`config.mk`:
```
export PLATFORM = sky130hd
export DESIGN_NAME = edabk_receiver_controller
export DESIGN_NICKNAME = d
export VERILOG_FILES = /design/src/rtl/edabk_receiver_controller.sv
export SDC_FILE = /design/constraint.sdc
export NUM_CORES = 1
export LEC_CHECK = 0
export BUFFER_PORTS_ARGS = -buffer_cell sky130_fd_sc_hd__clkbuf_2
export CORE_ASPECT_RATIO = 1.5
export CORE_MARGIN = 2
export CORE_UTILIZATION = 50
export DETAILED_ROUTE_END_ITERATION = 7
export PLACE_DENSITY = 0.77
export SETUP_SLACK_MARGIN = 0.2
export SLEW_MARGIN = 10
export SYNTH_ARGS = -nofsm -noshare
export SYNTH_HDL_FRONTEND = slang
export SYNTH_SLANG_ARGS = --single-unit
```
`constraint.sdc`:
```
create_clock -name bclk -period 2.4 [get_ports bclk]
set_input_delay 0.24 -clock bclk [delete_from_list [all_inputs] [get_ports bclk]]
set_output_delay 0.24 -clock bclk [all_outputs]
set_load 0.1 [all_outputs]
```
`src/rtl/edabk_receiver_controller.sv`:
```
// Oversampling serial receiver: start/data/optional even parity/stop framing on bclk.
// Optional parity checking is built only when EDABK_RX_PARITY_EN is defined.
`ifndef CFG_CLK_DIV
`define CFG_CLK_DIV 16
`endif
`ifndef CFG_DATA_WIDTH
`define CFG_DATA_WIDTH 8
`endif

module edabk_receiver_controller #(
  parameter int CLK_DIV    = `CFG_CLK_DIV,
  parameter int DATA_WIDTH = `CFG_DATA_WIDTH
) (
  input  logic                  bclk,
  input  logic                  reset_n,
  input  logic                  rx,
  input  logic                  parity,
  output logic [DATA_WIDTH-1:0] data_out,
  output logic                  valid,
  output logic                  parity_error,
  output logic                  frame_error,
  output logic                  busy
);
  localparam int TW = $clog2(CLK_DIV);
  localparam int BW = $clog2(DATA_WIDTH + 1);
  localparam logic [TW-1:0] TICK_HALF = TW'(CLK_DIV / 2 - 1);
  localparam logic [TW-1:0] TICK_LAST = TW'(CLK_DIV - 1);
  localparam logic [BW-1:0] BITS_LAST = BW'(DATA_WIDTH - 1);

  typedef enum logic [2:0] {
    IDLE    = 3'd0,
    START   = 3'd1,
    DATA    = 3'd2,
`ifdef EDABK_RX_PARITY_EN
    PARITY  = 3'd3,
`endif
    STOP    = 3'd4,
    RECOVER = 3'd5
  } state_t;

  state_t                  state_q, state_d;
  logic                    rx_meta, rx_s;
  logic [TW-1:0]           tick_q, tick_d;
  logic [BW-1:0]           bits_q, bits_d;
  logic [DATA_WIDTH-1:0]   shift_q, shift_d;
  logic [DATA_WIDTH-1:0]   data_q, data_d;
  logic                    valid_q, valid_d;
  logic                    ferr_q, ferr_d;

`ifdef EDABK_RX_PARITY_EN
  logic                    par_flag_q, par_flag_d;
  logic                    perr_q, perr_d;
  logic                    perr_out_q, perr_out_d;
`else
  logic                    unused_parity;
  assign unused_parity = parity;
`endif

  // rx is asynchronous to bclk; only rx_s is ever looked at
  always_ff @(posedge bclk or negedge reset_n) begin
    if (!reset_n) begin
      rx_meta <= 1'b1;
      rx_s    <= 1'b1;
    end else begin
      rx_meta <= rx;
      rx_s    <= rx_meta;
    end
  end

  always_ff @(posedge bclk or negedge reset_n) begin
    if (!reset_n) begin
      state_q    <= IDLE;
      tick_q     <= '0;
      bits_q     <= '0;
      shift_q    <= '0;
      data_q     <= '0;
      valid_q    <= 1'b0;
      ferr_q     <= 1'b0;
`ifdef EDABK_RX_PARITY_EN
      par_flag_q <= 1'b0;
      perr_q     <= 1'b0;
      perr_out_q <= 1'b0;
`endif
    end else begin
      state_q    <= state_d;
      tick_q     <= tick_d;
      bits_q     <= bits_d;
      shift_q    <= shift_d;
      data_q     <= data_d;
      valid_q    <= valid_d;
      ferr_q     <= ferr_d;
`ifdef EDABK_RX_PARITY_EN
      par_flag_q <= par_flag_d;
      perr_q     <= perr_d;
      perr_out_q <= perr_out_d;
`endif
    end
  end

  always_comb begin
    state_d    = state_q;
    tick_d     = tick_q;
    bits_d     = bits_q;
    shift_d    = shift_q;
    data_d     = data_q;
    valid_d    = 1'b0;
    ferr_d     = 1'b0;
`ifdef EDABK_RX_PARITY_EN
    par_flag_d = par_flag_q;
    perr_d     = perr_q;
    perr_out_d = 1'b0;
`endif
    case (state_q)
      IDLE: begin
        if (!rx_s) begin
          state_d    = START;
          tick_d     = '0;
`ifdef EDABK_RX_PARITY_EN
          par_flag_d = parity;
          perr_d     = 1'b0;
`endif
        end
      end
      // Mid-start-bit check rejects short low glitches
      START: begin
        if (tick_q == TICK_HALF) begin
          if (rx_s) begin
            state_d = IDLE;
          end else begin
            state_d = DATA;
            tick_d  = '0;
            bits_d  = '0;
          end
        end else begin
          tick_d = tick_q + TW'(1);
        end
      end
      DATA: begin
        if (tick_q == TICK_LAST) begin
          tick_d  = '0;
          shift_d = {rx_s, shift_q[DATA_WIDTH-1:1]};
          if (bits_q == BITS_LAST) begin
`ifdef EDABK_RX_PARITY_EN
            state_d = par_flag_q ? PARITY : STOP;
`else
            state_d = STOP;
`endif
          end else begin
            bits_d = bits_q + BW'(1);
          end
        end else begin
          tick_d = tick_q + TW'(1);
        end
      end
`ifdef EDABK_RX_PARITY_EN
      PARITY: begin
        if (tick_q == TICK_LAST) begin
          tick_d  = '0;
          perr_d  = (^shift_q) ^ rx_s;
          state_d = STOP;
        end else begin
          tick_d = tick_q + TW'(1);
        end
      end
`endif
      STOP: begin
        if (tick_q == TICK_LAST) begin
          tick_d = '0;
          if (rx_s) begin
            data_d     = shift_q;
            valid_d    = 1'b1;
`ifdef EDABK_RX_PARITY_EN
            perr_out_d = perr_q;
`endif
            state_d    = IDLE;
          end else begin
            ferr_d  = 1'b1;
            state_d = RECOVER;
          end
        end else begin
          tick_d = tick_q + TW'(1);
        end
      end
      // A broken line must return high before a new start can be seen
      RECOVER: begin
        if (rx_s) state_d = IDLE;
      end
      default: state_d = IDLE;
    endcase
  end

  assign data_out    = data_q;
  assign valid       = valid_q;
  assign frame_error = ferr_q;
  assign busy        = (state_q != IDLE);
`ifdef EDABK_RX_PARITY_EN
  assign parity_error = perr_out_q;
`else
  assign parity_error = 1'b0;
`endif

endmodule

```
Word level (Yosys, flattened, before mapping)
Index checks and enable logic that the tools add are counted.
W data, S select, Z words.
{ "word_totals": {"latchBits": 0, "mem_bits_ro": 0, "n_memories": 0, "ramBits": 0, "register_bits": 31} }
{ "op_classes": {"n_addsub": 2, "n_bitwise": 0, "muxes": 24, "shifts": 0, "div_mod_pow": 0, "mul": 0, "magnitude_cmp": 0, "n_reduce_logical": 9, "n_eq_ne": 15} }
{ "ops": {"columns": ["operator", "count"], "rows": [
  ["$mux W4", 7],
  ["$mux W3", 7],
  ["$ne A2 B2 Y1 const B", 8],
  ["$pmux W3 S5", 1],
  ["$pmux W4 S3", 1],
  ["$add A4 B1 Y4 const B", 2],
  ["$eq A4 B3 Y1 const B", 2],
  ["$pmux W4 S2", 1],
  ["$eq A3 B3 Y1 const B", 2],
  ["$mux W1", 6],
  ["$reduce_and A6 Y1", 1],
  ["$reduce_bool A3 Y1", 2],
  ["$reduce_and A5 Y1", 1],
  ["$eq A4 B4 Y1 const B", 1],
  ["$eq A3 B1 Y1 const B", 1],
  ["$eq A3 B2 Y1 const B", 1],
  ["$logic_not A3 Y1", 1],
  ["$reduce_and A3 Y1", 1],
  ["$mux W2", 1],
  ["$reduce_and A2 Y1", 1],
  ["$reduce_bool A2 Y1", 1],
  ["$reduce_or A2 Y1", 1]
]} }

Longest topological paths before layout
{ "logic_depth": {"ltp_word": 4, "ltp_mapped": 6, "depth_no_buf": 5} }

Worst setup path after synthesis
OpenSTA, ideal clock, no wires.
{ "synth_timing": {"path_type": "reg2reg", "startpoint": "register state_q[2]", "endpoint": "register tick_q[3]", "period_less_slack_ns": 1.843, "required_time_ns": 2.271, "path_stages_with_launch": 6, "setup_time_ns": 0.129, "path_buffers": 1, "arrival_time_ns": 1.714, "setup_slack_ns": 0.557, "cell_sequence": "dfrtp_1 -> buf_1 -> or3_1 -> nor2_1 -> o21ai_0 -> o21ai_0"} }
{ "synth_via": {"elab_chain_len": 3, "word_cells_on_any_way": 7} }
{ "synth_lines": {"columns": ["element", "line", "source"], "rows": [
  ["from (decl)", "41", "state_t state_q, state_d;"],
  ["from (signal assigned)", "85", "state_q <= state_d;"],
  ["$eq A3 B3 Y1 or $eq A3 B2 Y1 (tied branches)", "113", "case (state_q)"],
  ["$reduce_or A2 Y1 (no line)", null, null],
  ["$pmux W4 S3 or $reduce_bool A3 Y1 (tied branches)", null, null],
  ["to (signal assigned)", "86", "tick_q <= tick_d;"],
  ["to (decl)", "43", "logic [TW-1:0] tick_q, tick_d;"]
]} }
Several ways; a longest one is shown, not always the timed one.
A chain may end at the register's enable or synchronous reset.

Worst setup path in the final report
{ "layout_timing": {"startpoint": "register state_q[0]", "endpoint": "output port busy"} }
{ "layout_via": {"elab_chain_len": 1} }
{ "layout_lines": {"columns": ["element", "line", "source"], "rows": [
  ["$reduce_bool A3 Y1", "195", "assign busy = (state_q != IDLE);"],
  ["to (decl)", "22", "output logic busy"]
]} }
Every way passes these cells.

==> reports/results.tsv <==
stage	metric	value	unit
finish	final cell count without fillers	194	
timing	Final Skew	0.00415	ns
logic_synthesis	Synth Instances	144	
logic_synthesis	predominant post-synthesis flop cell	dfrtp_1	
setup_path	crit end category	output pin	
pwr	pwr dens	765	nW/um2
pwr	sw frac	0.317	
finish	layout cells sized above 1	0.252	
logic_synthesis	sequential area share after synthesis	0.512	
detailed_routing	remaining antenna violation count	0	
global_route	first-pass GRT wire length	4.79	mm
logic_synthesis	top-count cell post-synth	nand2_1	
logic_synthesis	main combinational cell family by area after synthesis	simple AND/OR/NAND/NOR gates	
cts	CTS sink cnt	31	
pwr	Max IR drop VDD	0.000699	V
setup_path	Worst Path Required	2.16	ns
logic_synthesis	synthesized flop and latch total	31	
cts	CTS tree	done	
setup_path	CP Buf/Inv Count	1	
cts	post_cts resized	0	
logic_synthesis	Area contributors post-synth	dfrtp_1 (48%), nand2_1 (7.4%), mux2_2 (6.7%)	
cts	CTS Hold Bufs	0	
global_route	pin count of the biggest net entering global routing	32	
floorplan	site row count	24	
timing	final setup margin	0.453	ns
timing	Final period util	0.811	
detailed_routing	vias per cell	5.71	
floorplan	Die Height	71.5	um
pwr	leakage	0.824	nW
timing	Hold Violations, Final	0	
timing	Least-Margin Pin Slew	0.752	ns
setup_path	CP delay by family, top	flip-flops	
hold_path	HP Class	in2async	
logic_synthesis	YS warnings	0	
logic_synthesis	ys async rst share	1.00	
detailed_routing	Pre-antenna DRT Iters	4	
detailed_routing	total wire length	2.77	mm
timing	RSZ-0062 raised after global routing	no	
logic_synthesis	Synth Area in Simple Gates	0.195	
global_route	GRT Overall Usage	0.182	
timing	final setup vio count	0	
finish	area added between synthesis and finish	9.39	%
logic_synthesis	most common library cells after synthesis	nand2_1 (30), dfrtp_1 (29), mux2_2 (9), o21ai_0 (9), nor2_1 (6)	
logic_synthesis	area share of the leading cell type in the synthesized netlist	0.478	
logic_synthesis	Post-Synth Adder-Cell Area	0.0297	
logic_synthesis	Synth Net Count	150	
floorplan	core area	2910	um2
pwr	Clock power frac	0.318	
logic_synthesis	Netlist Area Pre-Place	1520	um2
pwr	Pint	0.868	mW
logic_synthesis	Synth Area in XOR/XNOR	0.00577	
detailed_routing	Starting DRT DRC Count	53	
global_route	grt ovf	0	
cts	H-tree Lvls	2	
place	Setup Slack @ Placement	0.508	ns
setup_path	CP peak stage delay	0.59	ns
pwr	Psw	0.404	mW
global_route	vias in the first global route	1067	
setup_path	Setup CP Type	reg2out	
setup_path	Critical Path AT	1.71	ns
detailed_routing	DRC Markers	0	
floorplan	# IOs	16	
logic_synthesis	Compound-Gate Fraction of Synth Area	0.132	
setup_path	nature of the critical path startpoint	register	
cts	clock slew at the register clock pins of the worst setup and hold paths	0.06	ns
setup_path	crit path cell chain	or3_1 -> clkbuf_2	
cts	clk root buf	clkbuf_8	
finish	Fill cells	258	
setup_path	Crit-path slowest cell	dfrtp_1	
finish	Antenna diodes	0	
floorplan	Die ar.	3500	um2
cts	clk_lat worst skew	0.28	ns
logic_synthesis	Unique masters post-synth	45	
cts	Post-CTS Setup Inserts	0	
setup_path	Crit Path Max Fanout	20	
run	max-cap violations	0	
pwr	overall power	1.27	mW
timing	fin crit period	1.95	ns
pwr	sequential power share	0.482	
timing	Min Hold Slack	0.0223	ns
floorplan	Die X	49.0	um
finish	nets	161	
detailed_routing	via count	1107	
cts	CTS Buffer Depth	2	
timing	Final TNS setup	0	ns
place	gpl congestion	0.909	
logic_synthesis	mux cell area share after synthesis	0.0766	
global_route	initial antenna violation count	0	
timing	Slew Viols, Final	0	
timing	fmax	514	MHz
cts	CTS Buf Count	5	
logic_synthesis	Post-synth EDFFs	0	
place	placed instance count	187	
timing	Worst slew margin	0.499	
place	input/output buffers	13	
logic_synthesis	Mean Syn Cell Area	10.5	um2
pwr	Comb pwr share	0.199	
status	status	completed	
detailed_routing	Avg WL per Cell	14.3	um
logic_synthesis	Yosys top cell by area	dfrtp_1	
floorplan	Initial Util	0.521	
place	post-detail-place hpwl	1.90	mm
## cell families (layout without fill, tap and decap cells)
| kind of cell | count (synthesis) | in the layout |
|---|---|---|
| compound gates | 26 | 26 |
| xor+xnor | 1 | 1 |
| fa+ha+maj | 4 | 4 |
| buf+inv | 12 | 23 |
| flops | 31 | 31 |
| mux | 10 | 10 |
| other cells | 1 | 1 |
| simple gates | 59 | 59 |
## worst paths after layout
check                                             from                      end  slack [ns]  cells after the start
worst max register to register   tick_q[0]$_DFFE_PN0P_   state_q[0]$_DFFE_PN0P_        0.47                      5
min in group bclk                                   rx        rx_meta$_DFF_PN1_        0.04                      1
worst max-delay path            state_q[0]$_DFFE_PN0P_                     busy        0.45                      2
worst min register to register       rx_meta$_DFF_PN1_           rx_s$_DFF_PN1_        0.35                      0
max in group asynchronous                      reset_n    tick_q[0]$_DFFE_PN0P_        1.90                      1
worst min-delay path                           reset_n  data_out[6]$_DFFE_PN0P_        0.02                      1
## power groups by stage
stage | Combinational (mW) | Sequential (mW) | Clock [mW]
after floorplan | 0.245 | 0.577 | 0
after global placement | 0.238 | 0.614 | 0
after detailed placement | 0.253 | 0.618 | 0
after CTS | 0.255 | 0.609 | 0.412
after global routing | 0.277 | 0.621 | 0.443
final | 0.253 | 0.614 | 0.405
## layout make-up
type                       count  area (um2)  area share
sequential                    31         778       0.468
multi-input combinational    101         671       0.404
clock buffer                   6        82.6      0.0497
timing repair buffer          13        65.1      0.0392
tap                           39        48.8      0.0294
inverter                       3        11.3     0.00678
clock inverter                 1        5.00     0.00301
## registers in the layout, summed over array words and instances (netlist names)
register,count
valid,1
frame_error,1
rx_meta,1
tick_q,4
shift_q,8
bits_q,4
state_q,3
rx_s,1
data_out,8
## worst register-to-register path: cells and delay by family (launching register included)
family / cells / cell delay [ns]
AND/OR/NAND/NOR: 2 / 0.47
flip-flops: 1 / 0.42
multiplexers: 1 / 0.34
AO/OA/AOI/OAI: 1 / 0.31
adder cells (fa/ha/maj): 1 / 0.28
## per-layer routing
layer | routed length (um) | up-vias | GRT usage
li1 | - | 521 | -
met1 | 1110 | 555 | 0.213
met2 | 1480 | 27 | 0.303
met3 | 108 | 4 | 0.0500
met4 | 66 | 0 | 0.102
met5 | 0 | - | 0
## stage by stage
stage / util / instance area [um2]
final: 0.570 / 1660
after global routing: 0.570 / 1660
after CTS: 0.570 / 1660
after detailed placement: 0.540 / 1570
after global placement: 0.540 / 1570
after floorplan: - / 1520
## cells in the final DEF (no fill, tap or decap), drive strengths merged, types with 2 or more instances in the layout
cell     n
a21oi    3
a311oi   2
a31oi    3
and2     2
and3     2
clkbuf  19
dfrtp   29
dfstp    2
ha       2
inv      3
maj3     2
mux2    10
nand2   30
nand3    3
nor2     7
nor3     4
o21ai    9
o22ai    2
or3      2
No activity file was read; power rests on OpenSTA's default activity.
